$ cat src/rtl/qerv_dbus_ctrl_if.sv
// Wishbone data-port bundle between the data-bus controller (master) and memory (slave).
interface qerv_dbus_ctrl_if;
    // Handshake: master raises cyc (also acting as stb) with adr/dat/sel/we held stable;
    // slave answers with a one-cycle ack (rdt valid with it on reads); master drops cyc next cycle.
    logic [31:0] adr;
    logic [31:0] dat;
    logic [3:0]  sel;
    logic        we;
    logic        cyc;
    logic [31:0] rdt;
    logic        ack;

    modport master (output adr, dat, sel, we, cyc, input rdt, ack);
    modport slave  (input adr, dat, sel, we, cyc, output rdt, ack);
endinterface

$ cat src/rtl/qerv_dbus_ctrl.sv
// Data-bus controller: one Wishbone load/store per memory instruction, plus the
// byte-valid qualifier and sign/zero extension applied while the load word is shifted out.
module qerv_dbus_ctrl #(
    parameter int BITS_PER_CYCLE = 1,
    parameter int TIMEOUT        = 0
) (
    input  logic                      i_clk,
    input  logic                      i_rst,
    qerv_dbus_ctrl_if.master          io_wb,
    input  logic                      i_req,
    input  logic                      i_we,
    input  logic [1:0]                i_size,
    input  logic                      i_signed,
    input  logic [1:0]                i_lsb,
    input  logic [31:0]               i_adr,
    input  logic [31:0]               i_sdat,
    output logic                      o_load,
    output logic [31:0]               o_ldat,
    output logic                      o_done,
    output logic                      o_misalign,
    output logic                      o_err,
    input  logic                      i_rd_en,
    input  logic [4:0]                i_cnt,
    input  logic [BITS_PER_CYCLE-1:0] i_q,
    output logic                      o_byte_valid,
    output logic [BITS_PER_CYCLE-1:0] o_rd,
    output logic [1:0]                o_dbg_state
);
    typedef enum logic [1:0] {IDLE = 2'd0, BUS = 2'd1, FIN = 2'd2} state_t;

    localparam int CW = (TIMEOUT > 2) ? $clog2(TIMEOUT) : 1;
    localparam logic [CW-1:0] TO_LAST = CW'((TIMEOUT > 0) ? TIMEOUT - 1 : 0);

    state_t          r_state, w_nxt_state;
    logic [31:0]     r_adr, r_dat, r_ldat;
    logic [3:0]      r_sel, w_sel;
    logic            r_we, r_cyc, r_done, r_load, r_mis, r_err, r_sign;
    logic [CW-1:0]   r_tcnt;
    logic            w_nxt_cyc, w_nxt_done, w_nxt_load, w_nxt_mis, w_nxt_err;
    logic            w_accept, w_misaligned, w_timeout, w_word, w_half, w_byte_valid;
    logic            w_unused;

    assign w_word       = i_size[1];
    assign w_half       = (i_size == 2'b01);
    assign w_misaligned = (w_half & i_lsb[0]) | (w_word & (i_lsb != 2'b00));
    assign w_timeout    = (TIMEOUT > 0) && (r_tcnt == TO_LAST);
    assign w_unused     = &{1'b0, i_adr[1:0]};

    always_comb begin
        w_sel = 4'b1111;
        case (i_size)
            2'b00:   w_sel = 4'b0001 << i_lsb;
            2'b01:   w_sel = i_lsb[1] ? 4'b1100 : 4'b0011;
            default: w_sel = 4'b1111;
        endcase
    end

    always_ff @(posedge i_clk) begin
        if (i_rst) begin
            r_state <= IDLE;
            r_cyc   <= 1'b0;
            r_done  <= 1'b0;
            r_load  <= 1'b0;
            r_mis   <= 1'b0;
            r_err   <= 1'b0;
        end else begin
            r_state <= w_nxt_state;
            r_cyc   <= w_nxt_cyc;
            r_done  <= w_nxt_done;
            r_load  <= w_nxt_load;
            r_mis   <= w_nxt_mis;
            r_err   <= w_nxt_err;
        end
    end

    // A request seen in the o_done cycle belongs to the op just finishing, so it is not accepted.
    always_comb begin
        w_nxt_state = r_state;
        w_nxt_cyc   = r_cyc;
        w_nxt_done  = 1'b0;
        w_nxt_load  = 1'b0;
        w_nxt_mis   = 1'b0;
        w_nxt_err   = 1'b0;
        w_accept    = 1'b0;
        case (r_state)
            IDLE: begin
                if (i_req && !r_done) begin
                    if (w_misaligned) begin
                        w_nxt_mis  = 1'b1;
                        w_nxt_done = 1'b1;
                    end else begin
                        w_accept    = 1'b1;
                        w_nxt_cyc   = 1'b1;
                        w_nxt_state = BUS;
                    end
                end
            end
            BUS: begin
                if (io_wb.ack) begin
                    w_nxt_cyc   = 1'b0;
                    w_nxt_done  = 1'b1;
                    w_nxt_load  = !r_we;
                    w_nxt_state = FIN;
                end else if (w_timeout) begin
                    w_nxt_cyc   = 1'b0;
                    w_nxt_err   = 1'b1;
                    w_nxt_done  = 1'b1;
                    w_nxt_state = IDLE;
                end
            end
            FIN: w_nxt_state = IDLE;
            default: begin
                w_nxt_cyc   = 1'b0;
                w_nxt_state = IDLE;
            end
        endcase
    end

    always_ff @(posedge i_clk) begin
        if (i_rst) begin
            r_adr  <= 32'd0;
            r_dat  <= 32'd0;
            r_sel  <= 4'd0;
            r_we   <= 1'b0;
            r_ldat <= 32'd0;
            r_tcnt <= '0;
            r_sign <= 1'b0;
        end else begin
            if (w_accept) begin
                r_adr  <= {i_adr[31:2], 2'b00};
                r_dat  <= i_sdat;
                r_sel  <= w_sel;
                r_we   <= i_we;
                r_tcnt <= '0;
            end else if (r_state == BUS) begin
                r_tcnt <= r_tcnt + 1'b1;
            end
            if (r_state == BUS && io_wb.ack && !r_we)
                r_ldat <= io_wb.rdt;
            if (i_rd_en && w_byte_valid)
                r_sign <= i_q[BITS_PER_CYCLE-1];
        end
    end

    // Chunks past the accessed size are replaced by the last valid MSB (or zero).
    assign w_byte_valid = w_word | (i_cnt[4:3] == 2'b00) | (w_half & !i_cnt[4]);
    assign o_byte_valid = w_byte_valid;
    assign o_rd         = w_byte_valid ? i_q : {BITS_PER_CYCLE{i_signed & r_sign}};

    assign io_wb.adr   = r_adr;
    assign io_wb.dat   = r_dat;
    assign io_wb.sel   = r_sel;
    assign io_wb.we    = r_we;
    assign io_wb.cyc   = r_cyc;
    assign o_load      = r_load;
    assign o_ldat      = r_ldat;
    assign o_done      = r_done;
    assign o_misalign  = r_mis;
    assign o_err       = r_err;
    assign o_dbg_state = r_state;
endmodule

$ cat src/flat_wrapper.sv
// flat-port wrapper written by rule: the top's interface ports become plain ports
module qerv_dbus_ctrl_flat 
#(
    parameter int BITS_PER_CYCLE = 1,
    parameter int TIMEOUT        = 0
)
  (i_clk, i_rst, i_req, i_we, i_size, i_signed, i_lsb, i_adr, i_sdat, o_load, o_ldat, o_done, o_misalign, o_err, i_rd_en, i_cnt, i_q, o_byte_valid, o_rd, o_dbg_state, io_wb_adr, io_wb_dat, io_wb_sel, io_wb_we, io_wb_cyc, io_wb_rdt, io_wb_ack);
  qerv_dbus_ctrl_if io_wb_i ();
  input  logic i_clk;
  input  logic i_rst;
  input  logic i_req;
  input  logic i_we;
  input  logic [1:0] i_size;
  input  logic i_signed;
  input  logic [1:0] i_lsb;
  input  logic [31:0] i_adr;
  input  logic [31:0] i_sdat;
  output logic o_load;
  output logic [31:0] o_ldat;
  output logic o_done;
  output logic o_misalign;
  output logic o_err;
  input  logic i_rd_en;
  input  logic [4:0] i_cnt;
  input  logic [BITS_PER_CYCLE-1:0] i_q;
  output logic o_byte_valid;
  output logic [BITS_PER_CYCLE-1:0] o_rd;
  output logic [1:0] o_dbg_state;
  output wire logic [$bits(io_wb_i.adr)-1:0] io_wb_adr;
  output wire logic [$bits(io_wb_i.dat)-1:0] io_wb_dat;
  output wire logic [$bits(io_wb_i.sel)-1:0] io_wb_sel;
  output wire logic [$bits(io_wb_i.we)-1:0] io_wb_we;
  output wire logic [$bits(io_wb_i.cyc)-1:0] io_wb_cyc;
  input wire logic [$bits(io_wb_i.rdt)-1:0] io_wb_rdt;
  input wire logic [$bits(io_wb_i.ack)-1:0] io_wb_ack;
  assign io_wb_adr = io_wb_i.adr;
  assign io_wb_dat = io_wb_i.dat;
  assign io_wb_sel = io_wb_i.sel;
  assign io_wb_we = io_wb_i.we;
  assign io_wb_cyc = io_wb_i.cyc;
  assign io_wb_i.rdt = io_wb_rdt;
  assign io_wb_i.ack = io_wb_ack;
  qerv_dbus_ctrl #(.BITS_PER_CYCLE(BITS_PER_CYCLE), .TIMEOUT(TIMEOUT)) u_core (.i_clk(i_clk), .i_rst(i_rst), .io_wb(io_wb_i), .i_req(i_req), .i_we(i_we), .i_size(i_size), .i_signed(i_signed), .i_lsb(i_lsb), .i_adr(i_adr), .i_sdat(i_sdat), .o_load(o_load), .o_ldat(o_ldat), .o_done(o_done), .o_misalign(o_misalign), .o_err(o_err), .i_rd_en(i_rd_en), .i_cnt(i_cnt), .i_q(i_q), .o_byte_valid(o_byte_valid), .o_rd(o_rd), .o_dbg_state(o_dbg_state));
endmodule
$ cat config.mk
export PLATFORM = sky130hd
export DESIGN_NAME = qerv_dbus_ctrl_flat
export DESIGN_NICKNAME = d
export VERILOG_FILES = /design/src/rtl/qerv_dbus_ctrl_if.sv /design/src/rtl/qerv_dbus_ctrl.sv /design/src/flat_wrapper.sv
export SDC_FILE = /design/constraint.sdc
export NUM_CORES = 1
export LEC_CHECK = 0
export ABC_CLOCK_PERIOD_IN_PS = 1700
export CAP_MARGIN = 20
export CORE_UTILIZATION = 25
export CTS_CLUSTER_DIAMETER = 40
export CTS_CLUSTER_SIZE = 28
export DETAILED_ROUTE_END_ITERATION = 10
export GPL_TIMING_DRIVEN = 1
export SYNTH_ARGS = -nofsm -noshare
export SYNTH_HDL_FRONTEND = slang
export SYNTH_SLANG_ARGS = --single-unit
export TNS_END_PERCENT = 50
$ cat constraint.sdc
create_clock -name i_clk -period 1.7 [get_ports i_clk]
set_input_delay 0.255 -clock i_clk [delete_from_list [all_inputs] [get_ports i_clk]]
set_output_delay 0.255 -clock i_clk [all_outputs]
set_load 0.02 [all_outputs]
==> results of run 1 <==
==> per-layer routing <==
layer / routed length [um] / up-vias
met5: 0 / -
met4: 193 / 0
met3: 1020 / 13
met2: 6130 / 121
met1: 5420 / 1803
li1: - / 1945
==> layout make-up <==
| cell class | count | area [um^2] |
|---|---|---|
| Timing Repair Buffer | 243 | 2520 |
| Inverter | 3 | 11.3 |
| Sequential cell | 106 | 2130 |
| Fill cell | 1434 | 7870 |
| Multi-Input combinational cell | 326 | 1500 |
| Clock buffer | 11 | 233 |
| Clock inverter | 4 | 45.0 |
| Tap cell | 184 | 230 |
==> Yosys cell counts (2+ instances only) <==
cell type / count / area (um^2)
sky130_fd_sc_hd__inv_1: 3 / 11.3
sky130_fd_sc_hd__clkbuf_1: 25 / 93.8
sky130_fd_sc_hd__a311oi_1: 2 / 17.5
sky130_fd_sc_hd__or2_2: 3 / 18.8
sky130_fd_sc_hd__a211oi_1: 2 / 15.0
sky130_fd_sc_hd__dfxtp_1: 106 / 2120
sky130_fd_sc_hd__buf_4: 3 / 22.5
sky130_fd_sc_hd__nor3_1: 2 / 10.0
sky130_fd_sc_hd__buf_2: 8 / 40.0
sky130_fd_sc_hd__nand2_1: 194 / 728
sky130_fd_sc_hd__o21ai_0: 5 / 25.0
sky130_fd_sc_hd__nor2_1: 7 / 26.3
sky130_fd_sc_hd__a21oi_1: 99 / 495
==> cell families (layout without fill, tap and decap cells) <==
| family | after synthesis | count (layout) | share of synthesized area (%) |
|---|---|---|---|
| compound gates | 112 | 112 | 16.3 |
| buf+inv | 39 | 261 | 4.50 |
| flops | 106 | 106 | 57.0 |
| other cells | 1 | 3 | 0.101 |
| simple gates | 211 | 211 | 22.2 |
==> repair_timing <==
action / 4_1_cts / 5_1_grt
hold buffers: 0 / 0
setup endpoints to repair: 69 / 73
gates resized for setup: 14 / 18
pin swaps: 2 / 7
gates cloned: 0 / 5
buffers inserted: 0 / 2
==> state kept, by name, indices dropped and copies added, names as in the netlist, 2 cells and up <==
signal	count
u_core.io_wb.sel	4
u_core.io_wb.dat	32
u_core.o_ldat	32
u_core.o_dbg_state	2
u_core.io_wb.adr	30
==> per-stage QoR <==
| step | setup slack [ns] | instances | power [uW] | util, % | TNS, ns |
|---|---|---|---|---|---|
| final | -0.0883 | 877 | 5810 | 45.9 | -3.15 |
| after global routing | -0.145 | 877 | 6100 | 45.9 | -7.81 |
| after CTS | -0.108 | 870 | 5830 | 44.7 | -4.20 |
| after detailed placement | -0.427 | 855 | 3770 | 42.6 | -25.97 |
| after global placement | -0.353 | 855 | 3750 | 42.6 | -23.59 |
| after floorplan | -0.0540 | 471 | 3160 | - | -2.35 |
==> critical path: stages (launching register included) <==
cell and delay [ns]:
sky130_fd_sc_hd__dfxtp_4 0.34, sky130_fd_sc_hd__or4b_4 0.54, sky130_fd_sc_hd__a221oi_4 0.24, sky130_fd_sc_hd__buf_6 0.15
sky130_fd_sc_hd__buf_6 0.12, sky130_fd_sc_hd__clkbuf_16 0.15, sky130_fd_sc_hd__nand2_1 0.05, sky130_fd_sc_hd__a21oi_1 0.12
==> power groups by stage <==
stage	clock network, uW	registers (uW)	logic [uW]
finish	2030	2660	1120
detailed placement	0	2720	1050
floorplan	0	2860	303
global placement	0	2710	1040
global route	2210	2680	1210
CTS	2110	2660	1060
==> path summary, 6_finish.rpt <==
check                           slack, ns                     to  depth (start not counted)                   from
worst max-delay path                -0.09   u_core.io_wb.dat[16]                          7  u_core.o_dbg_state[0]
worst min-delay path                 0.30  u_core.o_dbg_state[0]                          2                  i_rst
worst max register to register      -0.09   u_core.io_wb.dat[16]                          7  u_core.o_dbg_state[0]
worst min register to register       0.45    u_core.io_wb.adr[6]                          2    u_core.io_wb.adr[6]
==> impl_metrics.csv, run 1 <==
group,metric,value,unit
finish,mostFrequentLayoutCell,"sky130_fd_sc_hd__clkdlybuf4s50_1",
power,power.leakage,0.00241,uW
setup_path,timing.critical_path.required,1.97,ns
synthesis,netlist_area,3730,um^2
cts,cts-buffers-inserted,9,
synthesis,syn_area_per_cell,7.94,um^2
synthesis,synth_ff_type,"sky130_fd_sc_hd__dfxtp_1",
timing,finalMaxSlewViolations,0,
cts,cts-root-to-sink-buffers,2,
power,total_switching_power,1480,uW
finish,area_growth_syn_to_layout,78.8,%
timing,layout_min_cycle_time,1.79,ns
worst_hold_path,hold_class,"in -> reg",
global_routing,antenna_found_initial,0,
detailed_routing,detailroute.via_count,3882,
global_routing,met1_usage,17.5,%
power,power.switching_fraction,25.5,%
timing,finalWorstSetupSlack,-0.0883,ns
place,placedInstanceArea,6200,um^2
detailed_routing,drt-pass1-iter-count,6,
timing,fin_worst_hold_slack,0.295,ns
cts,cell_at_the_root_of_the_clock_tree,"sky130_fd_sc_hd__clkbuf_16",
setup_path,critical_path_peak_fanout,8,
global_routing,grt_start_max_net_pins,51,
power,seqPwrFrac,45.8,%
cts,cts_sinks,106,
flow_run,maxCapViolations,0,
synthesis,ys_seq_elements,106,
global_routing,first_global_vias,3664,
synthesis,ys_async_sr_fraction,0,%
power,power_density,872,nW/um^2
power,max-vdd-ir-drop,467,uV
synthesis,yosys_warnings,0,
timing,final-hold-violation-count,0,
synthesis,synthesized_instance_count,469,
detailed_routing,drc_errors,0,
synthesis,synth_cell_types,23,
detailed_routing,finalWirelength,12800,um
global_routing,grt_use_met2,26.2,%
timing,grt_setup_unrepaired,"true",
detailed_routing,drt-vias-per-instance,4.43,
cts,clkLatencyLatePin,0.34,ns
global_routing,globalRouteTotalUtil,15.4,%
finish,final_net_count,802,
detailed_routing,drtAntennaViolNets,0,
detailed_routing,drtIter0Drc,101,
die,die-height,124,um
run_status,status,"complete, but fails checks",
power,combinationalPowerShare,19.3,%
finish,fin_area,6660,um^2
setup_path,cp-start-kind,"register",
die,coreArea,14500,um^2
setup_path,worst_ep_arrival_time,2.06,ns
timing,layout_worst_path_cycle_share,105,%
die,io_pins,223,
cts,h-tree-depth,3,
global_routing,grt.busiest_layer,"met2",
synthesis,synth_edf_count,0,
run_status,failed_checks,"setup timing",
timing,clock.fmax,559,MHz
finish,layout-drive-gt1-share,9.52,%
die,initial_utilization,25.6,%
die,die-width,124,um
global_routing,grt_pass1_wl,18000,um
detailed_routing,avgRoutedWirePerCell,14.6,um
finish,most-common-layout-cells,"209 x sky130_fd_sc_hd__clkdlybuf4s50_1, 188 x sky130_fd_sc_hd__nand2_1, 104 x sky130_fd_sc_hd__dfxtp_1",
cts,cts_tree,"done",
die,num_rows,44,
place,io_buffer_count,214,
global_routing,grt_util_met3,5.36,%
place,finalWeightedCongestion,0.763,
timing,final-setup-viol-count,62,
timing,skew,0.00693,ns
setup_path,worstSetupPathType,"reg -> reg",
power,internal_power,4330,uW
global_routing,grt_overflow,0,
synthesis,yosysSeqAreaShare,57.0,%
finish,diodes,0,
power,power.share.clock,34.9,%
die,floorplan.die_area,15400,um^2
cts,cts.clk_slew.worst_paths,0.07,ns
setup_path,timing.critical_path.to_type,"register",
place,post-dp-hpwl,8680,um
Power figures use the tool's default switching activity.
==> inputs of run 2 (changes only) <==
--- a/config.mk
+++ b/config.mk
@@ -5,13 +5,14 @@
 export SDC_FILE = /design/constraint.sdc
 export NUM_CORES = 1
 export LEC_CHECK = 0
-export ABC_CLOCK_PERIOD_IN_PS = 1700
+export ABC_CLOCK_PERIOD_IN_PS = 1850
 export CAP_MARGIN = 20
 export CORE_UTILIZATION = 25
 export CTS_CLUSTER_DIAMETER = 40
 export CTS_CLUSTER_SIZE = 28
 export DETAILED_ROUTE_END_ITERATION = 10
 export GPL_TIMING_DRIVEN = 1
+export MAX_ROUTING_LAYER = met4
 export SYNTH_ARGS = -nofsm -noshare
 export SYNTH_HDL_FRONTEND = slang
 export SYNTH_SLANG_ARGS = --single-unit
==> constraint.sdc (replaced) <==
create_clock -name i_clk -period 1.85 [get_ports i_clk]
set_input_delay 0.2775 -clock i_clk [delete_from_list [all_inputs] [get_ports i_clk]]
set_output_delay 0.2775 -clock i_clk [all_outputs]
set_load 0.02 [all_outputs]
==> impl_metrics.csv, run 2 (synthesis gave the netlist of run 1 again) <==
group,metric,value,unit
finish,final_net_count,793,
detailed_routing,drt-vias-per-instance,4.37,
timing,layout_min_cycle_time,1.77,ns
setup_path,reg2regPathDepth,5,
cts,ctsHoldBuffers,0,
timing,final-hold-violation-count,0,
setup_path,cp-endpoint,"u_core.io_wb.adr[27]",
setup_path,regToRegSetupSlack,0.08,ns
detailed_routing,finalWirelength,11400,um
finish,most-common-layout-cells,"211 x sky130_fd_sc_hd__clkdlybuf4s50_1, 194 x sky130_fd_sc_hd__nand2_1, 106 x sky130_fd_sc_hd__dfxtp_1",
die,die-height,124,um
die,coreArea,14500,um^2
timing,final-setup-viol-count,0,
detailed_routing,detailroute.via_count,3798,
cts,clkLatencyLatePin,0.35,ns
finish,mostFrequentLayoutCell,"sky130_fd_sc_hd__clkdlybuf4s50_1",
die,num_rows,44,
detailed_routing,drtAntennaViolNets,0,
place,finalWeightedCongestion,0.799,
setup_path,worst_ep_arrival_time,2.00,ns
global_routing,grt_pass1_wl,17100,um
setup_path,worst_setup_path_startpoint,"u_core.o_dbg_state[1]",
detailed_routing,drc_errors,0,
global_routing,antenna_found_initial,0,
place,io_buffer_count,214,
global_routing,first_global_vias,3532,
finish,stdcell_count,869,
cts,cts_sinks,106,
power,max-vdd-ir-drop,600,uV
place,placedInstanceArea,6180,um^2
timing,grt_setup_unrepaired,"true",
cts,cts-buffers-inserted,9,
finish,fin_area,6460,um^2
die,io_pins,223,
run_status,status,"completed",
detailed_routing,drt-met1-wl,4530,um
detailed_routing,drtIter0Drc,135,
finish,layout-drive-gt1-share,6.57,%
global_routing,grt_overflow,0,
die,die-width,124,um
worst_hold_path,hold_class,"in -> reg",
cts,cts_tree,"done",
detailed_routing,amount_of_wire_on_met3_after_detailed_routing,894,um
cts,cell_at_the_root_of_the_clock_tree,"sky130_fd_sc_hd__clkbuf_16",
power,power_density,805,nW/um^2
detailed_routing,drt-pass1-iter-count,4,
setup_path,capture_instance_of_the_worst_register_to_register_path,"u_core.io_wb.adr[27]",
finish,area_growth_syn_to_layout,73.3,%
setup_path,critical_path_peak_fanout,19,
setup_path,worst_r2r_startpoint,"u_core.o_dbg_state[1]",
finish,diodes,0,
power,power.leakage,0.00229,uW
cts,cts-root-to-sink-buffers,2,
flow_run,maxCapViolations,0,
global_routing,globalRouteTotalUtil,14.9,%
timing,finalMaxSlewViolations,0,
setup_path,timing.critical_path.to_type,"register",
place,dpl.cell_count,853,
place,post-dp-hpwl,8350,um
detailed_routing,avgRoutedWirePerCell,13.1,um
cts,cts_post_setup_buffers_inserted,0,
die,floorplan.die_area,15400,um^2
setup_path,cp-start-kind,"register",
worst_hold_path,whs_path_depth,2,
finish,layout.filler_cells,1455,
cts,cts.clk_slew.worst_paths,0.07,ns
setup_path,worstSetupPathType,"reg -> reg",
timing,clock.fmax,564,MHz
finish,multi_input_comb_area,1450,um^2
timing,skew,0.00805,ns
setup_path,timing.critical_path.required,2.08,ns
detailed_routing,dr.max_layer_used,"met4",
global_routing,grt_start_max_net_pins,55,
finish,regArea,2120,um^2
detailed_routing,wl_met2,5750,um
cts,h-tree-depth,3,
timing,layout_worst_path_cycle_share,95.8,%
die,initial_utilization,25.6,%
==> run 2: timing repair <==
| item | in CTS | in global routing |
|---|---|---|
| setup endpoints to repair | 2 | 18 |
| resized for setup | 2 | 4 |
| hold endpoints to repair | 0 | 0 |
==> run 2: layer usage <==
layer / up-vias / GRT usage (%)
met5: - / -
met4: 0 / 5.73
met3: 18 / 5.59
met2: 123 / 25.6
met1: 1726 / 15.5
li1: 1931 / -
==> run 2: through the flow <==
| step | setup TNS [ns] | setup slack [ns] | utilization, % | hold slack (ns) | power, uW |
|---|---|---|---|---|---|
| 2_1_floorplan | -0.746 | -0.0187 | - | 0.414 | 2890 |
| 3_3_place_gp | -15.47 | -0.287 | 42.5 | 0.441 | 3440 |
| 3_5_place_dp | -17.61 | -0.297 | 42.5 | 0.446 | 3450 |
| 4_1_cts | 0 | 0.00921 | 44.4 | 0.167 | 5300 |
| 5_1_grt | -0.0194 | -0.00990 | 44.4 | 0.178 | 5450 |
| 6_report | 0 | 0.0775 | 44.4 | 0.182 | 5200 |
==> run 2: how the worst min path moves through the flow <==
| stage | startpoint | end |
|---|---|---|
| CTS | i_rst | u_core.io_wb.adr[30] |
| floorplan | i_sdat[13] | u_core.io_wb.dat[13] |
| finish | i_rst | u_core.io_wb.adr[30] |
| global placement | u_core.io_wb.adr[18] | u_core.io_wb.adr[18] |
| global route | i_rst | u_core.io_wb.dat[18] |
| detailed placement | u_core.o_ldat[5] | u_core.o_ldat[5] |
==> run 2: worst max-delay path, stage by stage, from the launching register on <==
cell and delay (ns):
sky130_fd_sc_hd__dfxtp_1 0.32, sky130_fd_sc_hd__or4b_4 0.57, sky130_fd_sc_hd__a221o_2 0.39, sky130_fd_sc_hd__buf_4 0.23
sky130_fd_sc_hd__nand2_1 0.08, sky130_fd_sc_hd__a21oi_1 0.07
==> run 2: power by group <==
part | internal, uW | total, uW | switching [uW]
sequential | 2390 | 2450 | 54.7
combinational | 504 | 944 | 440
clock | 985 | 1810 | 824
==> run 2: cell type report <==
class,count,share of cell area (%)
Timing Repair Buffer,234,36.6
Inverter,3,0.174
Clock inverter,4,0.407
Tap cell,184,3.57
Clock buffer,12,3.97
Sequential cell,106,32.9
Multi-Input combinational cell,326,22.4
